`src/rtl/spike_synapse_decoder.sv`:
```
`timescale 1ns/1ps
`default_nettype none
// ============================================================================
// Module   : spike_synapse_decoder
// Function : spike edge detect, leaky synaptic current, windowed rate, ISI
// Revision : 1.0
// ============================================================================
module spike_synapse_decoder #(
    parameter int DECAY_SHIFT = 3,
    parameter int WINDOW      = 256
) (
    input  logic       clk,
    input  logic       rst,
    input  logic       spike_in,
    input  logic [7:0] weight,
    input  logic       weight_wr,
    output logic [7:0] current_out,
    output logic [7:0] rate_out,
    output logic       rate_valid,
    input  logic       rate_ready,
    output logic [7:0] isi_out,
    output logic       overrun
);

    localparam int                 c_WIN_W = (WINDOW > 2) ? $clog2(WINDOW) : 1;
    localparam logic [c_WIN_W-1:0] c_TC    = c_WIN_W'(WINDOW - 1);

    typedef enum logic [0:0] {
        ST_IDLE  = 1'b0,
        ST_VALID = 1'b1
    } state_t;

    state_t             state_q;
    logic               spike_prev_q;
    logic [7:0]         weight_q;
    logic [7:0]         cur_q,  cur_d;
    logic [c_WIN_W-1:0] win_q,  win_d;
    logic [7:0]         spk_q,  spk_d;
    logic [7:0]         isi_cnt_q, isi_cnt_d;
    logic [7:0]         isi_q;
    logic [7:0]         rate_q;
    logic               valid_q;
    logic               ovr_q;

    logic               w_event;
    logic               w_tc;
    logic [7:0]         w_shift;
    logic [7:0]         w_leak;
    logic [8:0]         w_sum;
    logic [7:0]         w_spk_final;

    assign w_event = spike_in & ~spike_prev_q;
    assign w_tc    = (win_q == c_TC);

    always_comb begin
        // A non-zero current always leaks at least 1 so it reaches zero.
        w_shift = cur_q >> DECAY_SHIFT;
        w_leak  = ((cur_q != 8'd0) && (w_shift == 8'd0)) ? 8'd1 : w_shift;
        w_sum   = {1'b0, cur_q} - {1'b0, w_leak} + (w_event ? {1'b0, weight_q} : 9'd0);
        cur_d   = w_sum[8] ? 8'hFF : w_sum[7:0];

        w_spk_final = (spk_q == 8'hFF) ? spk_q : spk_q + {7'd0, w_event};
        spk_d       = w_tc ? 8'd0 : w_spk_final;
        win_d       = w_tc ? '0 : win_q + c_WIN_W'(1);

        if (w_event) begin
            isi_cnt_d = 8'd1;
        end else begin
            isi_cnt_d = (isi_cnt_q == 8'hFF) ? isi_cnt_q : isi_cnt_q + 8'd1;
        end
    end

    always_ff @(posedge clk) begin
        if (rst) begin
            spike_prev_q <= 1'b0;
            weight_q     <= 8'd0;
            cur_q        <= 8'd0;
            win_q        <= '0;
            spk_q        <= 8'd0;
            isi_cnt_q    <= 8'd0;
            isi_q        <= 8'd0;
        end else begin
            spike_prev_q <= spike_in;
            if (weight_wr) begin
                weight_q <= weight;
            end
            cur_q     <= cur_d;
            win_q     <= win_d;
            spk_q     <= spk_d;
            isi_cnt_q <= isi_cnt_d;
            if (w_event) begin
                isi_q <= isi_cnt_q;
            end
        end
    end

    // Result handshake: a terminal count while a result is still pending
    // replaces it only if the consumer takes the old one in the same cycle.
    always_ff @(posedge clk) begin
        if (rst) begin
            state_q <= ST_IDLE;
            valid_q <= 1'b0;
            rate_q  <= 8'd0;
            ovr_q   <= 1'b0;
        end else begin
            case (state_q)
                ST_IDLE: begin
                    if (w_tc) begin
                        state_q <= ST_VALID;
                        valid_q <= 1'b1;
                        rate_q  <= w_spk_final;
                    end
                end
                ST_VALID: begin
                    if (w_tc) begin
                        if (rate_ready) begin
                            rate_q <= w_spk_final;
                        end else begin
                            ovr_q <= 1'b1;
                        end
                    end else if (rate_ready) begin
                        state_q <= ST_IDLE;
                        valid_q <= 1'b0;
                    end
                end
                default: begin
                    state_q <= ST_IDLE;
                    valid_q <= 1'b0;
                end
            endcase
        end
    end

    assign current_out = cur_q;
    assign rate_out    = rate_q;
    assign rate_valid  = valid_q;
    assign isi_out     = isi_q;
    assign overrun     = ovr_q;

endmodule
`default_nettype wire

```
`config.mk`:
```
export PLATFORM = sky130hd
export DESIGN_NAME = spike_synapse_decoder
export DESIGN_NICKNAME = d
export VERILOG_FILES = /design/src/rtl/spike_synapse_decoder.sv
export SDC_FILE = /design/constraint.sdc
export NUM_CORES = 1
export LEC_CHECK = 0
export CAP_MARGIN = 20
export CORE_MARGIN = 4
export CORE_UTILIZATION = 50
export DETAILED_ROUTE_END_ITERATION = 16
export PLACE_DENSITY = 0.76
export SETUP_SLACK_MARGIN = 0.2
export SKIP_LAST_GASP = 1
export SLEW_MARGIN = 15
export SYNTH_ARGS = -nofsm -noshare
export SYNTH_HDL_FRONTEND = slang
export SYNTH_SLANG_ARGS = --single-unit
```
`constraint.sdc`:
```
create_clock -name clk -period 3.4 [get_ports clk]
set_clock_uncertainty 0.2 [all_clocks]
set_input_delay 0.34 -clock clk [delete_from_list [all_inputs] [get_ports clk]]
set_output_delay 0.34 -clock clk [all_outputs]
set_load 0.02 [all_outputs]
```
==> key figures, run 1 <==
Die
  – Starting density of the core: 0.528
  – Die area: 0.00730 mm²
  – Num ports: 39
  – Row count: 27
  – Die extent in y: 85.4 µm
  – Core Region: 0.00568 mm²
  – Die W: 85.4 µm

Pwr
  – Power Internal: 2090 µW
  – Pwr/cell area: 884 mW/mm²
  – Part of the power in combinational logic: 0.511
  – Sw power: 1280 µW
  – Overall power: approximately 3400 µW
  – Clk pwr share: 0.238
  – VDD IR-drop max: 0.607 mV
  – Leakage: ~0.0016 µW
  – Sequential share of power: 0.252
  – Sw frac: 0.379

Clock tree
  – TritonCTS Buffers: 9
  – Max H-tree Level: 3
  – Clock Tree Root: clkbuf_8
  – Clk_lat worst skew: 350 ps
  – Clock Sinks: 60
  – TritonCTS clock tree: built
  – Clock transition at the registers of the reported paths: 60 ps
  – CTS Buffer Depth: 2

Timing
  – Fmax: about 0.32 GHz
  – Pins Over Slew Limit: 0
  – Final TNS setup: 0 ps
  – Slew margin rel.: 0.629
  – Hold WS: approximately 63 ps
  – Slew @ Worst Pin: 555 ps
  – Hold violation total from the final report: 0
  – Setup violations, final: 0
  – Crit share post-route: 0.919
  – RSZ-0062 raised after global routing: false
  – Post-route minimum period: between 3000 and 4000 ps

Critical path
  – Worst setup path class: reg -> reg
  – Crit path DAT: 3130 ps
  – Crit path max fanout: 7
  – Critical-path top delay cell: or4_4
  – Critical path endpoint category: flop
  – Slowest stage delay, CP: 530 ps
  – Worst path cell trace: or4_4 -> o21ai_2 -> ha_1 -> inv_2 -> ha_4 -> fa_2 -> a211oi_4 -> o21ai_4 -> a311oi_4 -> a31oi_1
  – Critical Path Start Type: flop
  – Critical Path RT: 3410 ps
  – Reg2reg start: current_out[4]
  – Crit path launch: current_out[4]

Layout
  – Synthesis-to-finish area growth: 27.1%
  – Antenna diode count: 0
  – Final core utilization: 0.671
  – Fill cell total of the finished layout: 443
  – Nets: 427
  – Cell area after layout: 0.00381 mm²
  – Ratio of cells with drive above 1 in the final layout: 0.134

Routing
  – Drt first pass iters: 4
  – Via density per instance: 5.23
  – Vias: 2,447
  – Starting DRC count in detailed routing: 112
  – Detail Route Antenna Nets: 0
  – DR WL/cell: around 14 µm
  – WL final: 6490 µm
  – DRC: 0

Synth
  – Mapped Cells: approximately 340
  – #FFs+latches synth: 60
  – Top-count cell post-synth: dfxtp_1
  – Register area share after synthesis: 0.401
  – Synthesized cell area: 0.00300 mm²
  – Yosys warning total: 0
  – Synth top cells by count: 60 x dfxtp_1, 50 x nor2_1, 35 x nand2_1
  – Ys async rst share: 0
  – Top cell type's share of synthesized area: 0.401
  – EDFF count, synth: 0
  – Largest cells by area after synthesis: dfxtp_1 40%, ha_1 7.5%, nor2_1 6.3%, nand2_1 4.4%, inv_1 3.5%
  – Synth cell types: 53
  – Area leader, netlist: dfxtp_1
  – Mean Syn Cell Area: 8.79 µm²
  – Syn Nets: 377
  – Post-synth top flop: dfxtp_1

Global routing
  – First-pass GRT wire length: 10,600 µm
  – Grt ovf: 0
  – Vias in the first global route: 2,376
  – Largest net degree at the start of global routing: 31
  – Initial antenna violation count: 0
  – Overall Global Routing Usage: 0.182

Flow run
  – Max-cap viol count: 0

Worst hold path
  – Hold path startpoint: spike_in
  – Min-delay worst type: in -> reg

Status
  – Status: finished, final reports clean

Placed design
  – DP Area: 0.00346 mm²
  – GP Congestion: 0.835
  – DP Wirelength: 4490 µm
  – # port buffers: 38
stage by stage:
stage / std cells / setup slack, ps
6_report: 468 / 276
5_1_grt: 468 / 152
4_1_cts: 462 / 253
3_5_place_dp: 445 / -69.8
3_3_place_gp: 445 / 40.2
2_1_floorplan: 341 / 216
path summary, 6_finish.rpt:
| path | to | slack (ps) | cells past startpoint |
|---|---|---|---|
| max | current_out[5] | 280 | 10 |
| max reg2reg | current_out[5] | 280 | 10 |
| min reg2reg | isi_out[4] | 250 | 2 |
| min | spike_prev_q | 60 | 2 |
layer usage:
metal  routed length [µm]  global-route usage  up-vias  part of all wire
li1                     -                   -     1250                 -
met1                 2900               0.219     1120              0.45
met2                 3070               0.298       62              0.47
met3                  373              0.0553       15             0.057
met4                  146              0.0820        0             0.022
met5                    0                   0        -                 0
critical path, delay by kind of cell (launching register included):
kind | cells | cell delay [ps]
AND/OR/NAND/NOR | 1 | 530
flip-flops | 1 | 320
adder cells (fa/ha/maj) | 3 | 710
buffers and inverters | 1 | 50
AO/OA/AOI/OAI | 5 | 1190
cell usage in the layout (no fill, tap or decap), types with 5 or more instances in the layout:
| master | synthesis | final |
|---|---|---|
| nand2b_1 | 5 | 5 |
| mux2i_1 | 10 | 10 |
| nor2_1 | 50 | 50 |
| buf_4 | 0 | 15 |
| a211oi_1 | 5 | 5 |
| nor3_1 | 7 | 7 |
| clkbuf_8 | 0 | 11 |
| a31oi_1 | 8 | 8 |
| ha_1 | 18 | 17 |
| xnor2_1 | 8 | 8 |
| inv_1 | 28 | 26 |
| a21oi_1 | 18 | 17 |
| nand2_1 | 35 | 34 |
| dfxtp_1 | 60 | 58 |
| xor2_1 | 10 | 10 |
| nand3_1 | 10 | 10 |
| clkdlybuf4s50_1 | 0 | 37 |
power by group through the flow:
stage / clock network, µW / logic [µW] / registers (µW)
2_1_floorplan: 0 / 1100 / 893
3_3_place_gp: 0 / 1440 / 851
3_5_place_dp: 0 / 1480 / 853
4_1_cts: 812 / 1550 / 840
5_1_grt: 837 / 1870 / 855
6_report: 800 / 1720 / 848
logic make-up (layout without fill, tap and decap cells):
kind of cell | after synthesis | count (layout) | synth area share
AND/OR/NAND/NOR | 130 | 130 | 0.205
flip-flops | 60 | 60 | 0.401
AO/OA/AOI/OAI | 57 | 57 | 0.140
buffers and inverters | 43 | 98 | 0.0605
adder cells (fa/ha/maj) | 23 | 23 | 0.109
XOR/XNOR | 18 | 18 | 0.0526
multiplexers | 10 | 10 | 0.0334
area by class of cell:
cell class | instances | area, µm² | area share
Multi-Input combinational cell | 238 | 1660 | 0.435
Sequential cell | 60 | 1210 | 0.317
Timing Repair Buffer | 53 | 495 | 0.130
Clock buffer | 12 | 155 | 0.0407
Inverter | 29 | 109 | 0.0286
Clock inverter | 4 | 95.1 | 0.0250
Tap cell | 72 | 90.1 | 0.0236
state kept, by name, indices dropped and copies added (netlist names):
register	count
weight_q	8
isi_cnt_q	8
win_q	8
spk_q	8
rate_valid	1
current_out	8
overrun	1
isi_out	8
spike_prev_q	1
rate_out	8
state_q	1
repair_timing:
item / 4_1_cts / 5_1_grt
setup buffers: 1 / 6
pin swaps: 3 / 9
hold buffers: 0 / 0
gates resized for setup: 3 / 14
hold endpoints to repair: 0 / 0
gates cloned: 0 / 0
endpoints found under the setup margin: 7 / 8
No activity file was read; power rests on OpenSTA's default activity.
==> inputs of run 2 (changes only) <==
--- a/config.mk
+++ b/config.mk
@@ -9,6 +9,7 @@
 export CORE_MARGIN = 4
 export CORE_UTILIZATION = 50
 export DETAILED_ROUTE_END_ITERATION = 16
+export GPL_TIMING_DRIVEN = 0
 export PLACE_DENSITY = 0.76
 export SETUP_SLACK_MARGIN = 0.2
 export SKIP_LAST_GASP = 1
==> key figures, run 2 (synthesized netlist as in run 1, its figures left out) <==
Die
  – Die W: 85.4 µm
  – Core Region: 0.00568 mm²
  – Die extent in y: 85.4 µm
  – Num ports: 39
  – Row count: 27
  – Starting density of the core: 0.528
  – Die area: between 0.007 and 0.008 mm²

Routing
  – Starting DRC count in detailed routing: 92
  – Via density per instance: 5.27
  – WL final: 6490 µm
  – DRC: 0
  – Vias: about 2.5k
  – DR WL/cell: 13.6 µm
  – Drt first pass iters: 4
  – Detail Route Antenna Nets: 0

Critical path
  – CP delay by family, top: compound AO/OA/AOI/OAI gates
  – Critical-path top delay cell: or4_4
  – Slowest stage delay, CP: 540 ps
  – Crit path DAT: 3130 ps
  – Critical path endpoint category: flop
  – Worst setup path class: reg -> reg
  – Critical Path Start Type: flop
  – Crit path max fanout: 6
  – Worst path most repeated cell: o21ai_2
  – Worst path cell trace: or4_4 -> o21ai_2 -> ha_1 -> inv_1 -> ha_4 -> fa_2 -> a211oi_4 -> o21ai_2 -> a311oi_4 -> buf_6 -> a31oi_1
  – Critical Path RT: 3410 ps
  – CP Buf/Inv Count: 2

Timing
  – Final TNS setup: 0 ps
  – Post-route minimum period: between 3000 and 4000 ps
  – RSZ-0062 raised after global routing: true
  – Smallest setup slack after layout: between 200 and 300 ps
  – Slew @ Worst Pin: just over 700 ps
  – Hold violation total from the final report: 0
  – Fmax: roughly 0.32 GHz
  – Hold WS: 239 ps
  – Crit share post-route: 0.916
  – Setup violations, final: 0
  – Slew margin rel.: 0.528
  – Pins Over Slew Limit: 0

Worst hold path
  – Min-delay worst type: in -> reg

Pwr
  – Power Internal: 2030 µW
  – VDD IR-drop max: 0.643 mV
  – Sequential share of power: 0.255
  – Clk pwr share: 0.198
  – Pwr/cell area: 859 mW/mm²
  – Part of the power in combinational logic: 0.546
  – Leakage: 0.00155 µW
  – Sw power: 1260 µW
  – Sw frac: 0.383

Layout
  – Nets: between 400 and 500
  – Most frequent cells in the layout: 58 x dfxtp_1, 50 x nor2_1, 35 x nand2_1, 35 x clkdlybuf4s50_1, 28 x inv_1
  – Synthesis-to-finish area growth: 27.4%
  – Most common cell after layout, fill and taps aside: dfxtp_1
  – Cell area after layout: between 0.003 and 0.004 mm²
  – Ratio of cells with drive above 1 in the final layout: 0.133
  – Antenna diode count: 0

Clock tree
  – TritonCTS clock tree: built
  – CTS Buffer Depth: 2
  – Clock Tree Root: clkbuf_8
  – Clock transition at the registers of the reported paths: approximately 70 ps
  – Clk_lat worst skew: 340 ps
  – # hold bufs at CTS: 0
  – Clock Sinks: 60
  – TritonCTS Buffers: 9
  – Max H-tree Level: 3

Global routing
  – Initial antenna violation count: 0
  – Overall Global Routing Usage: 0.191
  – Largest net degree at the start of global routing: 11
  – Grt ovf: 0
  – Vias in the first global route: 2,403
  – First-pass GRT wire length: 11,000 µm

Placed design
  – DP Wirelength: 4560 µm
  – DP Area: ~0.0034 mm²
  – GP Congestion: between 0.8 and 0.9
  – Post-Place Worst Slack: -769 ps
  – # port buffers: 36

Status
  – Status: finished, final reports clean

Flow run
  – Max-cap viol count: 0
-- run 2: cell types whose count changed in the layout (fill, tap and decap cells not counted), sizes merged --
cell / previous run / this run
clkbuf: 12 / 20
buf: 15 / 18
bufinv: 3 / 1
clkdlybuf4s50: 37 / 35
clkinv: 1 / 3
clkinvlp: 0 / 1
dlygate4sd2: 0 / 1
dlymetal6s2s: 1 / 0
inv: 29 / 28
-- run 2: stage by stage --
| stage | utilization | std cells | total power [µW] |
|---|---|---|---|
| after global routing | 0.673 | 477 | 3530 |
| final | 0.673 | 477 | 3280 |
| after CTS | 0.657 | 470 | 3130 |
| after floorplan | - | 341 | 1990 |
| after global placement | 0.608 | 449 | 2280 |
| after detailed placement | 0.608 | 449 | 2330 |
-- run 2: path summary, 6_finish.rpt --
| check | startpoint | endpoint | slack [ps] | cells after the start |
|---|---|---|---|---|
| max | current_out[5] | current_out[3] | 290 | 11 |
| min | rst | current_out[7] | 240 | 4 |
| max reg2reg | current_out[5] | current_out[3] | 290 | 11 |
| min reg2reg | isi_out[6] | isi_out[6] | 250 | 2 |
-- run 2: power groups by stage --
stage	sequential (µW)	combinational [µW]	clock, µW
3_3_place_gp	844	1430	0
3_5_place_dp	846	1480	0
5_1_grt	845	1980	703
6_report	837	1790	651
2_1_floorplan	893	1100	0
4_1_cts	831	1630	665
-- run 2: routing by layer --
metal  track usage  part of all wire
met5             0                 0
met4        0.0835             0.021
met3        0.0515             0.043
met2         0.302              0.46
met1         0.245              0.48
-- run 2: worst reg2reg max path: stages, from the launching register on --
cell and delay (ps):
dfxtp_2 340, or4_4 540, o21ai_2 140, ha_1 130
inv_1 60, ha_4 170, fa_2 400, a211oi_4 310
o21ai_2 120, a311oi_4 340, buf_6 160, a31oi_1 80
-- run 2: final cells by class --
type	count	area [µm²]
clock inverters	4	47.5
fillers	483	1860
well taps	72	90.1
repair buffers	48	453
inverters	29	114
flip-flops and latches	60	1210
plain buffers	14	88.8
clock buffers	12	155
multi-input cells	238	1670
-- run 2: timing repair --
action,4_1_cts,5_1_grt
resized for setup,12,9
pin swaps,4,7
setup buffers,5,7
setup endpoints to repair,8,8
